### src/rtl/tile_game_pkg.sv
// Shared definitions for the tile-matching game core.
// Latency: n/a (types, constants and a pure function only).
// Backpressure: n/a.
//
// Contents:
//   state_t   - in-game FSM state encoding
//   NUM_PAIRS - number of tile pairs on the 16-tile board
//   pair_id() - board layout: tile index -> pair id
package tile_game_pkg;

   localparam int NUM_PAIRS = 8;

   typedef enum logic [2:0] {
      S_IDLE          = 3'd0,
      S_WAIT_FIRST    = 3'd1,
      S_WAIT_SECOND   = 3'd2,
      S_COMPARE       = 3'd3,
      S_SHOW_MISMATCH = 3'd4,
      S_DONE          = 3'd5
   } state_t;

   // ((5*i+3) mod 16) >> 1. Because 5 is odd, 5*i+3 is a permutation of
   // 0..15, so dropping the LSB gives every id 0..7 exactly twice.
   function automatic logic [2:0] pair_id(input logic [3:0] idx);
      logic [7:0] t;
      t = ({4'b0000, idx} * 8'd5) + 8'd3;
      return t[3:1];
   endfunction

endpackage

### src/rtl/tile_layout_rom.sv
// Board layout lookup: two independent tile index -> pair id read ports.
// Latency: purely combinational, 0 cycles.
// Backpressure: none; always ready.
//
// Ports:
//   idx_a_i, idx_b_i : tile indices to look up
//   id_a_o,  id_b_o  : corresponding 3-bit pair ids
module tile_layout_rom
   import tile_game_pkg::*;
(
   input  logic [3:0] idx_a_i,
   input  logic [3:0] idx_b_i,
   output logic [2:0] id_a_o,
   output logic [2:0] id_b_o
);

   assign id_a_o = pair_id(idx_a_i);
   assign id_b_o = pair_id(idx_b_i);

endmodule

### src/rtl/tile_match_engine.sv
// In-game core of the concentration game: two-tile picks, match/mismatch
// handling, move and pair counting, game-over detection.
// Latency: state updates on the edge that sees the event; a mismatched pair
//   stays visible for 1 + MISMATCH_DELAY cycles; picks while busy are dropped.
//
// Ports:
//   CLOCK_50    : system clock
//   userquit    : asynchronous active-high reset
//   ingameOn    : high while the mode FSM is in its in-game mode
//   tile_sel    : tile index sampled on a select_key rising edge
//   select_key  : synchronised pick key (active high)
//   revealed    : face-up, unmatched tiles
//   matched     : tiles already matched
//   moves       : completed two-tile moves, saturating at 255
//   pairs_found : pairs found so far (0..8)
//   busy        : high in COMPARE / SHOW_MISMATCH
//   gameOver    : high in DONE
module tile_match_engine
   import tile_game_pkg::*;
#(
   parameter int NUM_TILES      = 16,
   parameter int MISMATCH_DELAY = 25000000
) (
   input  logic                 CLOCK_50,
   input  logic                 userquit,
   input  logic                 ingameOn,
   input  logic [3:0]           tile_sel,
   input  logic                 select_key,
   output logic [NUM_TILES-1:0] revealed,
   output logic [NUM_TILES-1:0] matched,
   output logic [7:0]           moves,
   output logic [3:0]           pairs_found,
   output logic                 busy,
   output logic                 gameOver
);

   // Timer counts MISMATCH_DELAY-1 down to 0.
   localparam int TW = (MISMATCH_DELAY > 1) ? $clog2(MISMATCH_DELAY) : 1;

   state_t               state_q, state_d;
   logic [NUM_TILES-1:0] revealed_q, revealed_d;
   logic [NUM_TILES-1:0] matched_q, matched_d;
   logic [7:0]           moves_q, moves_d;
   logic [3:0]           pairs_q, pairs_d;
   logic [TW-1:0]        timer_q, timer_d;
   logic [3:0]           first_q, first_d;
   logic [3:0]           second_q, second_d;
   logic                 key_q;

   logic [2:0]           id_first, id_second;
   logic                 pick_evt, pick_ok;
   logic [NUM_TILES-1:0] sel_bit, pair_bits;

   tile_layout_rom u_layout (
      .idx_a_i (first_q),
      .idx_b_i (second_q),
      .id_a_o  (id_first),
      .id_b_o  (id_second)
   );

   // Rising edge of the key: holding it down yields a single pick.
   assign pick_evt = select_key & ~key_q;
   // A tile that is face-up or already matched cannot be picked again.
   assign pick_ok  = pick_evt & ~matched_q[tile_sel] & ~revealed_q[tile_sel];

   always_comb begin
      sel_bit            = '0;
      sel_bit[tile_sel]  = 1'b1;
      pair_bits          = '0;
      pair_bits[first_q]  = 1'b1;
      pair_bits[second_q] = 1'b1;
   end

   always_ff @(posedge CLOCK_50 or posedge userquit) begin
      if (userquit) begin
         state_q    <= S_IDLE;
         revealed_q <= '0;
         matched_q  <= '0;
         moves_q    <= '0;
         pairs_q    <= '0;
         timer_q    <= '0;
         first_q    <= '0;
         second_q   <= '0;
         key_q      <= 1'b0;
      end else begin
         state_q    <= state_d;
         revealed_q <= revealed_d;
         matched_q  <= matched_d;
         moves_q    <= moves_d;
         pairs_q    <= pairs_d;
         timer_q    <= timer_d;
         first_q    <= first_d;
         second_q   <= second_d;
         key_q      <= select_key;
      end
   end

   always_comb begin
      state_d    = state_q;
      revealed_d = revealed_q;
      matched_d  = matched_q;
      moves_d    = moves_q;
      pairs_d    = pairs_q;
      timer_d    = timer_q;
      first_d    = first_q;
      second_d   = second_q;

      // Leaving the in-game mode wins over anything else this cycle; the
      // score (matched, moves, pairs) stays for the end screen.
      if (state_q != S_IDLE && !ingameOn) begin
         state_d    = S_IDLE;
         revealed_d = '0;
         timer_d    = '0;
      end else begin
         unique case (state_q)
            S_IDLE: begin
               if (ingameOn) begin
                  revealed_d = '0;
                  matched_d  = '0;
                  moves_d    = '0;
                  pairs_d    = '0;
                  state_d    = S_WAIT_FIRST;
               end
            end

            S_WAIT_FIRST: begin
               if (pick_ok) begin
                  revealed_d = revealed_q | sel_bit;
                  first_d    = tile_sel;
                  state_d    = S_WAIT_SECOND;
               end
            end

            S_WAIT_SECOND: begin
               if (pick_ok) begin
                  revealed_d = revealed_q | sel_bit;
                  second_d   = tile_sel;
                  moves_d    = (moves_q == 8'hFF) ? moves_q : moves_q + 8'd1;
                  state_d    = S_COMPARE;
               end
            end

            S_COMPARE: begin
               if (id_first == id_second) begin
                  matched_d  = matched_q | pair_bits;
                  revealed_d = revealed_q & ~pair_bits;
                  pairs_d    = pairs_q + 4'd1;
                  state_d    = (pairs_q == 4'(NUM_PAIRS - 1)) ? S_DONE : S_WAIT_FIRST;
               end else begin
                  timer_d = TW'(MISMATCH_DELAY - 1);
                  state_d = S_SHOW_MISMATCH;
               end
            end

            S_SHOW_MISMATCH: begin
               if (timer_q == '0) begin
                  revealed_d = revealed_q & ~pair_bits;
                  state_d    = S_WAIT_FIRST;
               end else begin
                  timer_d = timer_q - TW'(1);
               end
            end

            S_DONE: begin
               // Held here until ingameOn drops (handled above).
            end

            default: begin
               state_d = S_IDLE;
            end
         endcase
      end
   end

   assign revealed    = revealed_q;
   assign matched     = matched_q;
   assign moves       = moves_q;
   assign pairs_found = pairs_q;
   assign busy        = (state_q == S_COMPARE) || (state_q == S_SHOW_MISMATCH);
   assign gameOver    = (state_q == S_DONE);

endmodule

### config.mk
export PLATFORM = sky130hd
export DESIGN_NAME = tile_match_engine
export DESIGN_NICKNAME = d
export VERILOG_FILES = /design/src/rtl/tile_game_pkg.sv /design/src/rtl/tile_layout_rom.sv /design/src/rtl/tile_match_engine.sv
export SDC_FILE = /design/constraint.sdc
export NUM_CORES = 1
export LEC_CHECK = 0
export BUFFER_PORTS_ARGS = -buffer_cell sky130_fd_sc_hd__buf_4
export CAP_MARGIN = 20
export CORE_ASPECT_RATIO = 1.5
export CORE_MARGIN = 2
export CORE_UTILIZATION = 55
export DETAILED_ROUTE_END_ITERATION = 6
export HOLD_SLACK_MARGIN = 0.12
export PLACE_DENSITY = 0.77
export SYNTH_ARGS = -nofsm -noshare
export SYNTH_HDL_FRONTEND = slang
export SYNTH_HIERARCHICAL = 1
export SYNTH_SLANG_ARGS = --single-unit
### constraint.sdc
create_clock -name CLOCK_50 -period 4.28 [get_ports CLOCK_50]
set_clock_uncertainty 0.15 [all_clocks]
set_input_delay 0.856 -clock CLOCK_50 [delete_from_list [all_inputs] [get_ports CLOCK_50]]
set_output_delay 0.856 -clock CLOCK_50 [all_outputs]
set_load 0.02 [all_outputs]
==> metrics.md <==
| Metric | Value |
|---|---|
| Outcome | complete, no violations |
| Routed Antenna Nets | 0 |
| Vias | 4962 |
| P per Cell Area | 655 nW/um2 |
| Routed wire length | 15100 um |
| Num rows | 42 |
| Final instance area | 5790 um2 |
| Fmax | 278 MHz |
| Switching Share | 46.7% |
| Internal power | 2.02 mW |
| Hold-fix buffers, CTS | 0 |
| Reg-to-reg startpoint | second_q[1] |
| CP Data Required Time | 4.39 ns |
| Final Power | 3.79 mW |
| Flop pwr share | 30.4% |
| Vias per cell | 6.81 |
| Synth area leader | dfrtp_1 |
| Hold depth | 1 |
| Area of the multi-input gates | 2790 um2 |
| Initial core utilization | 56.6% |
| Comb power frac | 48.6% |
| Crit end category | flop |
| Clk network pwr share | 21.0% |
| Final hold viol count | 0 |
| CTS tree | yes |
| Max clock buf depth | 2 |
| Die extent in x | 82.1 um |
| Total grt overflow | 0 |
| Slew headroom | 36.1% |
| Warnings, synthesis | 6 |
| Syn Area/Cell | 8.75 um2 |
| Flip-flop and latch area | 2030 um2 |
| Clock transition at the registers of the reported paths | 0.06 ns |
| Core ar. | 8880 um2 |
| Hold Crit Endpoint | timer_q[14] |
| Sw Pwr | 1.77 mW |
| Router iterations before antenna repair | 5 |
| Sequential area share after synthesis | 40.3% |
| DIE HEIGHT | 121 um |
| Worst reg2reg path endpoint | timer_q[9] |
| Most used DFF post-synth | dfrtp_1 |
| Top-count cell post-synth | dfrtp_1 |
| Worst EP arrival | 3.71 ns |
| Fin crit period | 3.60 ns |
| TNS Setup | 0 ns |
| Worst r2r path cells | 12 |
| Global Route Usage Sum | 31.6% |
| Post-synth EDFFs | 0 |
| Mapped Cells | 575 |
| GRT met2 Usage | 53.3% |
| GP Congestion | 0.979 |
| Port buffer count | 53 |
| Die area | 9940 um2 |
| Residual DRC | 0 |
| Routed len/inst | 20.7 um |
| Cell variety after synth | 66 |
| Unrepaired setup endpoints after global routing | no |
| Peak VDD IR | 0.472 mV |
| Async set or reset register ratio after synthesis | 100% |
| DR iter-0 viols | 443 |
| Synth top area cells | dfrtp_1 (40%), nor2_1 (4.8%), a21oi_1 (4.2%) |
| Worst Setup Path Type | reg -> reg |
| Clk sink count | 81 |
| Fraction of layout cells with a size suffix above 1 | 16.8% |
| Critical path startpoint category | flop |
| Met3 usage | 5.95% |
| Final slew viol count | 0 |
| Placement Cell Area | 5480 um2 |
| Grt peak-use layer | met2 |
| Area share of the largest cell type after synthesis | 40.3% |
| Clk Latency, worst-skew pair | 0.35 ns |
| Mapped Area | 5030 um2 |
| H-tree depth | 3 |
| # diodes | 0 |
| DP HPWL | 10600 um |
| IO Pins | 54 |
| Root buffer cell | clkbuf_16 |
| Pin count of the biggest net entering global routing | 48 |
| Leakage power | 2.56 nW |
| Met1 Use GR | 35.8% |
| Setup ws final | 0.682 ns |
| NumNets Final | 632 |
| Syn_nets | 593 |
| Crit share post-route | 84.1% |
| Setup violators final | 0 |
| CTS resizes | 0 |
| List of most frequent post-synthesis cells | dfrtp_1 (81), nor2_1 (64), a21oi_1 (42) |
| Yosys reg bits | 81 |
| Total CTS buffers | 9 |
| Worst Hold Launch | timer_q[14] |
| Area delta synth->final | 15.0% |
| Antenna violations before repair | 0 |
| R2r setup slk | 0.68 ns |
| First-pass GRT wire length | 23900 um |
| Setup WS pre-CTS | 0.730 ns |
| Max_cap viols | 0 |
| Core Util, Final | 65.1% |
| Worst-path maximum fanout | 13 |
| Postcts setup bufs | 0 |
| Measured slew at the worst slew-check pin | 0.950 ns |
| Tightest Hold Check Type | reg -> reg |
| FILL cells | 731 |
| Vias in the first global route | 4853 |
-- per-layer routing --
metal  up-vias  part of all wire, %
met1      2399                   36
met4         0                  5.5
met5         -                    0
met3        66                  6.2
li1       2225                    -
met2       272                   52
-- layout by cell type, fill, tap and decap left out, types with 6 or more instances in the layout --
cell       netlist  final
a21oi_1         42     42
a311oi_1        12     12
and2_1           8      8
buf_4            0     61
clkbuf_16        0      9
dfrtp_1         81     81
ha_1             8      8
inv_1           18     17
nand2_1         37     37
nand2b_1        11     11
nand3_1         17     17
nand4_1          9      9
nor2_1          64     64
nor2b_1         14     14
nor3_1          16     16
nor4_1          10     10
o211ai_1         9      9
o21a_1           7      7
o21ai_0         36     36
o22ai_1         11     11
o31ai_1          6      6
or2_2            6      6
or3_1           11     11
or4_1           12     12
xor2_1           8      8
-- per-stage QoR --
step	std cells	hold slack [ns]
after floorplan	575	0.313
after global placement	713	0.329
after detailed placement	713	0.345
after CTS	729	0.356
after global routing	729	0.388
final	729	0.362
-- cell families after synthesis --
group | after synthesis | share of synthesized area (%)
flops | 81 | 40.3
buf+inv | 51 | 4.20
xor+xnor | 12 | 2.09
fa+ha+maj | 10 | 2.79
simple gates | 230 | 23.6
mux | 13 | 3.33
compound gates | 178 | 23.7
-- sequential cells by signal, indices dropped and copies added (netlist names) --
name	cells
first_q	4
key_q	1
matched	16
moves	8
pairs_found	4
revealed	16
second_q	4
state_q	3
timer_q	25
-- power by group through the flow --
stage | clock, mW | combinational, mW | sequential, mW
final | 0.795 | 1.84 | 1.15
after global routing | 0.837 | 2.02 | 1.18
after CTS | 0.799 | 1.80 | 1.14
after detailed placement | 0 | 1.79 | 1.15
after global placement | 0 | 1.72 | 1.14
after floorplan | 0 | 1.34 | 1.08
-- layout make-up --
cell class / count / area share (%)
clock buffer: 9 / 3.89
multi-input combinational: 443 / 48.2
inverter: 18 / 1.19
sequential: 81 / 35.0
timing repair buffer: 61 / 7.92
clock inverter: 7 / 1.34
tap: 110 / 2.38
-- critical path, cell delays in order, from the launching register on --
cell and delay (ns):
dfrtp_1 0.59, inv_1 0.09, ha_1 0.20, fa_1 0.37
xnor2_1 0.21, xnor2_1 0.16, xor2_1 0.21, nor3_1 0.07
buf_4 0.18, o21a_1 0.28, o22a_1 0.32, or4_1 0.52
a21oi_1 0.15
-- worst max-delay path by stage --
stage / from / to / slack [ns] / depth (start not counted)
2_1_floorplan: tile_sel[1] / first_q[0] / 0.96 / 9
3_3_place_gp: tile_sel[1] / first_q[3] / 0.73 / 8
3_5_place_dp: tile_sel[1] / first_q[2] / 0.73 / 8
4_1_cts: second_q[1] / timer_q[9] / 0.69 / 12
5_1_grt: second_q[1] / timer_q[7] / 0.51 / 12
6_report: second_q[1] / timer_q[9] / 0.68 / 12
Power figures use the tool's default switching activity.
